[src/rtl/onchip_mem_test_master.sv]
// onchip_mem_test_master
//   Avalon-MM master that writes a pattern over a word region of the on-chip
//   RAM, reads the region back and checks every returned word against the
//   regenerated pattern. Intended as a built-in self-test / bring-up engine.
//
// Ports
//   clk, reset_n          : clock, asynchronous active-low reset
//   start                 : one-cycle run request, sampled only when idle
//   base_addr, length     : region start word and word count (clamped to 2^ADDR_W)
//   seed, pattern_mode    : pattern seed; 0 = incrementing, 1 = Galois LFSR
//   busy, done, pass      : run in progress, completion pulse, last-run verdict
//   err_count             : mismatches seen in the last run
//   first_err_addr        : address of the first mismatch (0 if none)
//   avm_*                 : Avalon-MM master to the RAM s1 slave (fixed latency)
module onchip_mem_test_master #(
  parameter int ADDR_W       = 11,
  parameter int DATA_W       = 16,
  parameter int READ_LATENCY = 1
) (
  input  logic                clk,
  input  logic                reset_n,
  input  logic                start,
  input  logic [ADDR_W-1:0]   base_addr,
  input  logic [ADDR_W:0]     length,
  input  logic [DATA_W-1:0]   seed,
  input  logic                pattern_mode,
  output logic                busy,
  output logic                done,
  output logic                pass,
  output logic [ADDR_W:0]     err_count,
  output logic [ADDR_W-1:0]   first_err_addr,
  output logic [ADDR_W-1:0]   avm_address,
  output logic [DATA_W/8-1:0] avm_byteenable,
  output logic                avm_chipselect,
  output logic                avm_write,
  output logic [DATA_W-1:0]   avm_writedata,
  input  logic [DATA_W-1:0]   avm_readdata
);

  localparam logic [ADDR_W:0]   MAX_LEN   = {1'b1, {ADDR_W{1'b0}}};
  localparam logic [ADDR_W:0]   RL_LAST   = (ADDR_W+1)'(READ_LATENCY - 1);
  localparam logic [DATA_W-1:0] LFSR_TAPS = DATA_W'(16'hB400);
  localparam logic [DATA_W-1:0] LFSR_ONE  = DATA_W'(1);

  typedef enum logic [2:0] {IDLE, WRITE, READ, DRAIN, DONE} state_t;

  function automatic logic [ADDR_W:0] clamp_len(input logic [ADDR_W:0] l);
    return (l > MAX_LEN) ? MAX_LEN : l;
  endfunction

  function automatic logic [DATA_W-1:0] next_pat(input logic [DATA_W-1:0] p,
                                                 input logic lfsr);
    if (lfsr) return (p >> 1) ^ (p[0] ? LFSR_TAPS : '0);
    else      return p + 1'b1;
  endfunction

  state_t              state, state_d;
  logic [ADDR_W:0]     idx, idx_d;
  logic [ADDR_W:0]     len_r;
  logic                mode_r;
  logic [ADDR_W-1:0]   base_r;
  logic [DATA_W-1:0]   seed_r;
  logic [DATA_W-1:0]   pat, pat_d;
  logic                err_found, found_d;

  logic                cs_d, we_d;
  logic [ADDR_W-1:0]   addr_d;
  logic [DATA_W-1:0]   wdata_d;
  logic                busy_d, done_d, pass_d;
  logic [ADDR_W:0]     err_d;
  logic [ADDR_W-1:0]   first_d;
  logic                start_acc;

  logic [ADDR_W:0]     len_in;
  logic [DATA_W-1:0]   seed_eff;
  logic                last_xfer;
  logic                mismatch;
  logic                push;

  // Expected data and address travel with each read until its data returns.
  logic                vld_p [READ_LATENCY];
  logic [DATA_W-1:0]   exp_p [READ_LATENCY];
  logic [ADDR_W-1:0]   adr_p [READ_LATENCY];

  assign len_in    = clamp_len(length);
  // A zero LFSR state would lock up, so a zero seed is replaced by 1.
  assign seed_eff  = (pattern_mode && seed == '0) ? LFSR_ONE : seed;
  assign last_xfer = ((idx + 1'b1) == len_r);
  assign push      = avm_chipselect && !avm_write;
  assign mismatch  = vld_p[READ_LATENCY-1] && (avm_readdata != exp_p[READ_LATENCY-1]);

  always_comb begin
    state_d   = state;
    idx_d     = idx;
    pat_d     = pat;
    cs_d      = 1'b0;
    we_d      = 1'b0;
    addr_d    = '0;
    wdata_d   = '0;
    start_acc = 1'b0;
    case (state)
      IDLE: begin
        if (start) begin
          start_acc = 1'b1;
          idx_d     = '0;
          pat_d     = seed_eff;
          if (len_in == '0) begin
            state_d = DONE;
          end else begin
            state_d = WRITE;
            cs_d    = 1'b1;
            we_d    = 1'b1;
            addr_d  = base_addr;
            wdata_d = seed_eff;
          end
        end
      end
      WRITE: begin
        cs_d = 1'b1;
        if (last_xfer) begin
          // Re-seed so the read phase regenerates the written sequence.
          state_d = READ;
          idx_d   = '0;
          pat_d   = seed_r;
          addr_d  = base_r;
        end else begin
          idx_d   = idx + 1'b1;
          pat_d   = next_pat(pat, mode_r);
          we_d    = 1'b1;
          addr_d  = base_r + idx_d[ADDR_W-1:0];
          wdata_d = pat_d;
        end
      end
      READ: begin
        if (last_xfer) begin
          state_d = DRAIN;
          idx_d   = '0;
        end else begin
          cs_d   = 1'b1;
          idx_d  = idx + 1'b1;
          pat_d  = next_pat(pat, mode_r);
          addr_d = base_r + idx_d[ADDR_W-1:0];
        end
      end
      DRAIN: begin
        if (idx == RL_LAST) begin
          state_d = DONE;
          idx_d   = '0;
        end else begin
          idx_d = idx + 1'b1;
        end
      end
      DONE:    state_d = IDLE;
      default: state_d = IDLE;
    endcase

    err_d   = err_count;
    first_d = first_err_addr;
    found_d = err_found;
    if (start_acc) begin
      err_d   = '0;
      first_d = '0;
      found_d = 1'b0;
    end else if (mismatch) begin
      err_d = err_count + 1'b1;
      if (!err_found) begin
        first_d = adr_p[READ_LATENCY-1];
        found_d = 1'b1;
      end
    end

    // The verdict includes a mismatch detected on the edge that enters DONE.
    pass_d = pass;
    if (start_acc)        pass_d = 1'b0;
    if (state_d == DONE)  pass_d = (err_d == '0);
    busy_d = (state_d != IDLE);
    done_d = (state_d == DONE);
  end

  always_ff @(posedge clk or negedge reset_n) begin
    if (!reset_n) begin
      state          <= IDLE;
      idx            <= '0;
      len_r          <= '0;
      mode_r         <= 1'b0;
      err_found      <= 1'b0;
      busy           <= 1'b0;
      done           <= 1'b0;
      pass           <= 1'b0;
      err_count      <= '0;
      first_err_addr <= '0;
      avm_address    <= '0;
      avm_byteenable <= '0;
      avm_chipselect <= 1'b0;
      avm_write      <= 1'b0;
      avm_writedata  <= '0;
      for (int k = 0; k < READ_LATENCY; k++) vld_p[k] <= 1'b0;
    end else begin
      state          <= state_d;
      idx            <= idx_d;
      err_found      <= found_d;
      busy           <= busy_d;
      done           <= done_d;
      pass           <= pass_d;
      err_count      <= err_d;
      first_err_addr <= first_d;
      avm_address    <= addr_d;
      avm_byteenable <= {(DATA_W/8){cs_d}};
      avm_chipselect <= cs_d;
      avm_write      <= we_d;
      avm_writedata  <= wdata_d;
      if (start_acc) begin
        len_r  <= len_in;
        mode_r <= pattern_mode;
      end
      // Read-return pipeline: stage 0 loads when a read is on the bus.
      vld_p[0] <= push;
      for (int k = 1; k < READ_LATENCY; k++) vld_p[k] <= vld_p[k-1];
    end
  end

  always_ff @(posedge clk) begin
    if (start_acc) begin
      base_r <= base_addr;
      seed_r <= seed_eff;
    end
    pat      <= pat_d;
    // Read-return pipeline data, aligned with vld_p.
    exp_p[0] <= pat;
    adr_p[0] <= avm_address;
    for (int k = 1; k < READ_LATENCY; k++) begin
      exp_p[k] <= exp_p[k-1];
      adr_p[k] <= adr_p[k-1];
    end
  end

endmodule
[config.mk]
export PLATFORM = sky130hd
export DESIGN_NAME = onchip_mem_test_master
export DESIGN_NICKNAME = d
export VERILOG_FILES = /design/src/rtl/onchip_mem_test_master.sv
export SDC_FILE = /design/constraint.sdc
export NUM_CORES = 1
export LEC_CHECK = 0
export ABC_CLOCK_PERIOD_IN_PS = 6200
export CORE_MARGIN = 2
export CORE_UTILIZATION = 59
export DETAILED_ROUTE_END_ITERATION = 8
export PLACE_DENSITY = 0.86
export RECOVER_POWER = 25
export SLEW_MARGIN = 10
export SYNTH_ARGS = -nofsm -noshare
export SYNTH_HDL_FRONTEND = slang
export SYNTH_SLANG_ARGS = --single-unit
[constraint.sdc]
create_clock -name clk -period 6.2 [get_ports clk]
set_input_delay 1.55 -clock clk [delete_from_list [all_inputs] [get_ports clk]]
set_output_delay 1.55 -clock clk [all_outputs]
set_load 0.005 [all_outputs]
==> flow_summary.json, run 1 <==
{
  "slew_violations": 32,
  "clock_latency_ns": 0.43,
  "final-seq-area_um2": 3960,
  "grt_max_degree": 56,
  "synth_common_cells": "85 x dfrtp_1, 67 x nand2_1, 54 x o21ai_0",
  "cp_slowest_cell": "o41a_1",
  "hold-path-cell-count": 0,
  "synth_flop_cell": "dfrtp_1",
  "first_global_vias": 6489,
  "place_congestion": 0.926,
  "antennaDiodeCount": 0,
  "synth_edf_count": 43,
  "violations": "capacitance limit, slew limit",
  "worst_pin_slew_ns": 1.73,
  "path_clk_slew_ns": 0.06,
  "startpoint_type": "input pin",
  "yosys.area.top_type": "dfrtp_1",
  "hp-class": "flop to flop",
  "h-tree-depth": 4,
  "period_minus_slack_ns": 3.76,
  "antenna_found_initial": 0,
  "rsz0062_at_grt": "no",
  "required_ns": 6.52,
  "synth_cell_types": 72,
  "drtIter0Drc": 687,
  "setup_tns_ns": 0,
  "wire_per_inst_um": 19.9,
  "area_delta_synth_final_pct": 22.7,
  "hold_viol": 0,
  "grt_usage_pct": 29.8,
  "die_w_um": 120,
  "ant_nets": 0,
  "totalWireLength_um": 20900,
  "drv_cap": 1,
  "worst_hold_path.endpoint": "adr_p[0][4]",
  "use_met3_pct": 5.04,
  "cts_setup_buffers": 0,
  "root_buffer": "clkbuf_16",
  "rr_worst_depth": 9,
  "end_kind": "flop",
  "yosys-top-cells-area": "dfrtp_1 27%, edfxtp_1 16%, dfxtp_1 6.8%, xnor2_1 4.5%, mux2i_1 4.0%",
  "max_freq_ghz": 0.266,
  "p_leak_uw": 0.00403,
  "fin_skew_ns": 0.00795,
  "cp_max_fo": 19,
  "netlist_instances": 777,
  "netlist_area_um2": 7920,
  "cts_hold_buf": 0,
  "yosys.area.top_type_share_pct": 26.9,
  "yosys.cell_count.top_type": "dfrtp_1",
  "drt_first_pass_iters": 5,
  "cts_buffer_depth": 2,
  "hpwl_um": 14200,
  "grt.busiest_layer": "met2",
  "vias_per_cell": 6.21,
  "synth_fp_nets": 851,
  "yosysWarnings": 0,
  "status": "finished with violations",
  "min_from": "avm_address[4]",
  "multi_input_area_um2": 3610,
  "syn-mean-instance-area_um2": 10.2,
  "r2r_end": "state[0]",
  "path_cells": "clkdlybuf4s50_1 -> xnor2_1 -> nand4_1 -> o41a_1 -> and4_1 -> o21ai_0 -> o2111ai_1 -> o41ai_1",
  "ios": 116,
  "placementRows": 42,
  "die_area_um2": 14400,
  "core_um2": 13200,
  "post_cts_resize_count": 0,
  "vias": 6529,
  "async_reset_ff_share_pct": 54.8,
  "numCtsBuffers": 17,
  "ys_seq_elements": 155,
  "relSlewSlack_pct": -15.2,
  "critPathArrivalTime_ns": 4.08,
  "timing.final.crit_share_pct": 60.6,
  "yosysSeqAreaShare_pct": 50.0,
  "vdd_ir_drop_max_v": 0.000248,
  "setup_viol": 0,
  "die_h_um": 120,
  "cts.sinks": 155,
  "grtUsageMet1_pct": 40.8,
  "start_util_pct": 60.0,
  "drcViolationCount": 0,
  "power_density_nw_per_um2": 489,
  "gr-total-overflow": 0,
  "drive_above_1_share_pct": 6.17,
  "met2_usage_pct": 49.1,
  "layout.nets": 936,
  "port_buffers": 115,
  "r2r_start": "idx[0]",
  "reg2reg_slack_ns": 2.68,
  "crit_type": "input pin to flop",
  "cts_tree": "done",
  "critPathMaxStageDelay_ns": 0.75,
  "p_total_uw": 4750,
  "fillers": 928,
  "grt_pass1_wl_um": 33400
}
-- logic make-up (layout without fill, tap and decap cells) --
group	after synthesis	count (layout)	synth area share, %
buffers and inverters	88	186	4.47
and+or+nand+nor	252	252	16.9
xor gates and xnor gates	67	67	7.76
adders and majority gates	15	15	2.46
DFF	155	155	50.0
AOI/OAI and AO/OA	167	167	14.3
muxes	33	33	4.19
-- placed cells by master (no fill, tap or decap), types with 3 or more instances in the layout --
cell             count
clkdlybuf4s50_1     88
dfrtp_1             85
nand2_1             67
o21ai_0             54
nor2_1              48
edfxtp_1            43
xnor2_1             41
mux2i_1             32
inv_1               29
dfxtp_1             27
dlygate4sd3_1       26
xor2_1              24
a22o_1              23
nand3_1             23
clkbuf_16           21
a21oi_1             20
and3_1              16
a22oi_1             15
nand4_1             15
ha_1                14
nor3_1              11
nor4_1              11
or3_1                8
o22ai_1              8
buf_4                8
a221o_1              6
nand2b_1             6
nor2b_1              6
nand3b_1             6
or2_2                5
and2_1               5
a31oi_1              5
a21o_1               4
nor4b_1              4
nor3b_1              4
o2111ai_1            4
clkbuf_1             4
o211ai_1             3
clkinv_2             3
-- how the worst max path moves through the flow --
| stage | slack (ns) | to | depth (start not counted) | from |
|---|---|---|---|---|
| after floorplan | 2.38 | base_r[0] | 6 | start |
| after global placement | 2.15 | pass | 8 | avm_readdata[9] |
| after detailed placement | 1.97 | pass | 8 | avm_readdata[9] |
| after CTS | 2.43 | pass | 8 | avm_readdata[13] |
| after global routing | 1.85 | idx[1] | 2 | reset_n |
| final | 2.44 | pass | 8 | avm_readdata[9] |
-- routing by layer --
layer | wire length (um) | vias to the layer above | share of wire [%]
li1 | - | 2988 | -
met1 | 8890 | 3183 | 42
met2 | 10200 | 328 | 49
met3 | 1500 | 30 | 7.2
met4 | 362 | 0 | 1.7
met5 | 0 | - | 0
-- registers in the layout (all words and copies together) (netlist names) --
name / cells
avm_write: 1
busy: 1
first_err_addr: 11
pat: 16
done: 1
avm_writedata: 16
pass: 1
exp_p: 16
avm_address: 11
len_r: 12
mode_r: 1
adr_p: 11
avm_chipselect: 1
err_count: 12
seed_r: 16
base_r: 11
vld_p: 1
err_found: 1
state: 3
idx: 12
-- report_power, final --
group	switching, uW	leakage [uW]	internal (uW)
Clock	414	0.000298	620
Combinational	970	0.00199	921
Sequential	349	0.00174	1470
-- cell type report --
| cell class | count | share of cell area [%] |
|---|---|---|
| clock buffers | 25 | 5.67 |
| clock inverters | 7 | 0.489 |
| inverters | 30 | 1.16 |
| multi-input cells | 534 | 37.2 |
| flip-flops and latches | 155 | 40.8 |
| well taps | 176 | 2.27 |
| repair buffers | 124 | 12.5 |
-- worst max-delay path, delay by kind of cell --
family | cells | cell delay, ns
AOI/OAI and AO/OA | 4 | 1.43
buffers and inverters | 1 | 0.49
and+or+nand+nor | 2 | 0.46
xor gates and xnor gates | 1 | 0.14
-- per-stage QoR --
step / hold WS (ns) / setup WS, ns / util (%) / cells / cell area (um2)
global placement: 0.352 / 2.15 / 69.2 / 1019 / 9120
global route: 0.380 / 1.85 / 73.6 / 1051 / 9710
detailed placement: 0.356 / 1.97 / 69.2 / 1019 / 9120
finish: 0.372 / 2.44 / 73.6 / 1051 / 9710
CTS: 0.375 / 2.43 / 73.7 / 1051 / 9720
floorplan: 0.369 / 2.38 / - / 777 / 7920
Note: power is estimated with default switching activity, not from simulation.
==> run 2: changes to the inputs <==
--- a/config.mk
+++ b/config.mk
@@ -5,11 +5,11 @@
 export SDC_FILE = /design/constraint.sdc
 export NUM_CORES = 1
 export LEC_CHECK = 0
-export ABC_CLOCK_PERIOD_IN_PS = 6200
+export ABC_CLOCK_PERIOD_IN_PS = 3470
 export CORE_MARGIN = 2
-export CORE_UTILIZATION = 59
+export CORE_UTILIZATION = 55
 export DETAILED_ROUTE_END_ITERATION = 8
-export PLACE_DENSITY = 0.86
+export PLACE_DENSITY = 0.81
 export RECOVER_POWER = 25
 export SLEW_MARGIN = 10
 export SYNTH_ARGS = -nofsm -noshare
==> constraint.sdc (replaced) <==
create_clock -name clk -period 3.47 [get_ports clk]
set_input_delay 0.8675 -clock clk [delete_from_list [all_inputs] [get_ports clk]]
set_output_delay 0.8675 -clock clk [all_outputs]
set_load 0.005 [all_outputs]
==> run 2 against run 1 <==
The flow still finishes with violations (capacitance limit, slew limit). Die area is 7.0% higher. Total power increased by 81%. Clock-buffer cell count shrank 4.
==> flow_summary.json, run 2 (synthesis results as in run 1) <==
{
  "grt_pass1_wl_um": 32200,
  "path_clk_slew_ns": 0.06,
  "core_um2": 14000,
  "utilization_pct": 70.1,
  "cp_max_fo": 7,
  "numCtsBuffers": 17,
  "crit_type": "flop to flop",
  "startpoint_type": "flop",
  "slew_violations": 43,
  "cts_hold_buf": 0,
  "layout.nets": 942,
  "drtIter0Drc": 758,
  "cts_setup_buffers": 0,
  "ios": 116,
  "post_cts_resize_count": 0,
  "rsz0062_at_grt": "no",
  "hold_viol": 0,
  "drcViolationCount": 0,
  "status": "finished with violations",
  "drive_above_1_share_pct": 7.26,
  "most-common-layout-cells": "100 x clkdlybuf4s50_1, 85 x dfrtp_1, 67 x nand2_1, 54 x o21ai_0, 47 x nor2_1",
  "place_congestion": 1.07,
  "max_freq_ghz": 0.306,
  "antenna_found_initial": 0,
  "drt_first_pass_iters": 5,
  "hpwl_um": 14000,
  "root_buffer": "clkbuf_16",
  "start_util_pct": 56.6,
  "area_delta_synth_final_pct": 23.9,
  "critPathArrivalTime_ns": 3.57,
  "grt_max_degree": 44,
  "end_kind": "flop",
  "worst_pin_slew_ns": 2.52,
  "vias_per_cell": 6.22,
  "die_w_um": 124,
  "setup_viol": 0,
  "placementRows": 43,
  "wire_per_inst_um": 19.2,
  "h-tree-depth": 4,
  "clock_latency_ns": 0.43,
  "grt_usage_pct": 27.5,
  "violations": "capacitance limit, slew limit",
  "cts.sinks": 155,
  "hp-class": "flop to flop",
  "setup_tns_ns": 0,
  "first_global_vias": 6403,
  "die_area_um2": 15400,
  "gr-total-overflow": 0,
  "period_minus_slack_ns": 3.27,
  "vdd_ir_drop_max_v": 0.000421,
  "cts_buffer_depth": 2,
  "p_leak_uw": 0.00407,
  "timing.final.crit_share_pct": 94.1,
  "port_buffers": 115,
  "die_h_um": 124,
  "power_density_nw_per_um2": 874,
  "relSlewSlack_pct": -67.8,
  "vias": 6597,
  "fin_skew_ns": 0.00535,
  "ant_nets": 0,
  "required_ns": 3.77,
  "antennaDiodeCount": 0,
  "drv_cap": 1,
  "cts_tree": "done",
  "final_common_cell": "clkdlybuf4s50_1",
  "totalWireLength_um": 20400
}
run 2: changes by cell type in the layout (fill, tap and decap cells not counted), sizes merged:
cell,delta
inv,+1
dlygate4sd3,-12
clkinvlp,+1
clkbuf,-5
bufinv,+2
buf,+7
clkdlybuf4s50,+12
run 2: report_power, final:
group          switching, uW  internal (uW)
clock network            761           1150
logic                   1770           1680
registers                581           2630
run 2: worst paths after layout:
path	cells after the start	endpoint	from	slack, ns
max	14	avm_address[10]	idx[1]	0.20
min	0	adr_p[0][4]	avm_address[4]	0.37
max reg2reg	14	avm_address[10]	idx[1]	0.20
min reg2reg	0	adr_p[0][4]	avm_address[4]	0.37
max in group asynchronous	1	avm_writedata[10]	reset_n	0.82
min in group asynchronous	1	idx[5]	reset_n	1.22
run 2: critical path, stage by stage, from the launching register on:
cell and delay (ns):
dfrtp_1 0.41, ha_2 0.28, and4_1 0.30, nand2_1 0.12, inv_1 0.12, nand2_1 0.08, nand2_1 0.07, ha_1 0.26
or2_2 0.28, a21oi_1 0.22, a311oi_1 0.10, or3_1 0.43, and3_1 0.20, o211ai_1 0.17, nand3_1 0.10
run 2: layer usage:
layer | wire (um) | GRT usage (%) | vias up
met5 | 0 | 0 | -
met4 | 476 | 11.0 | 0
li1 | - | - | 2987
met3 | 1780 | 4.81 | 46
met2 | 9710 | 44.8 | 359
met1 | 8450 | 36.7 | 3205
run 2: area by class of cell:
type	count	area, um2
inverter	30	113
sequential	155	3960
clock buffer	21	482
tap	180	225
multi-input combinational	534	3620
fill	1023	4180
timing repair buffer	130	1280
clock inverter	11	131
run 2: per-stage QoR:
stage          cells  setup slack (ns)  power [uW]  hold slack [ns]  area, um2
4_1_cts         1061             0.225        8540            0.370       9810
3_5_place_dp    1029            0.0539        6590            0.356       9200
6_report        1061             0.204        8570            0.370       9810
3_3_place_gp    1029             0.254        6430            0.349       9200
2_1_floorplan    777             0.182        5290            0.369       7920
5_1_grt         1061            0.0610        9060            0.374       9810
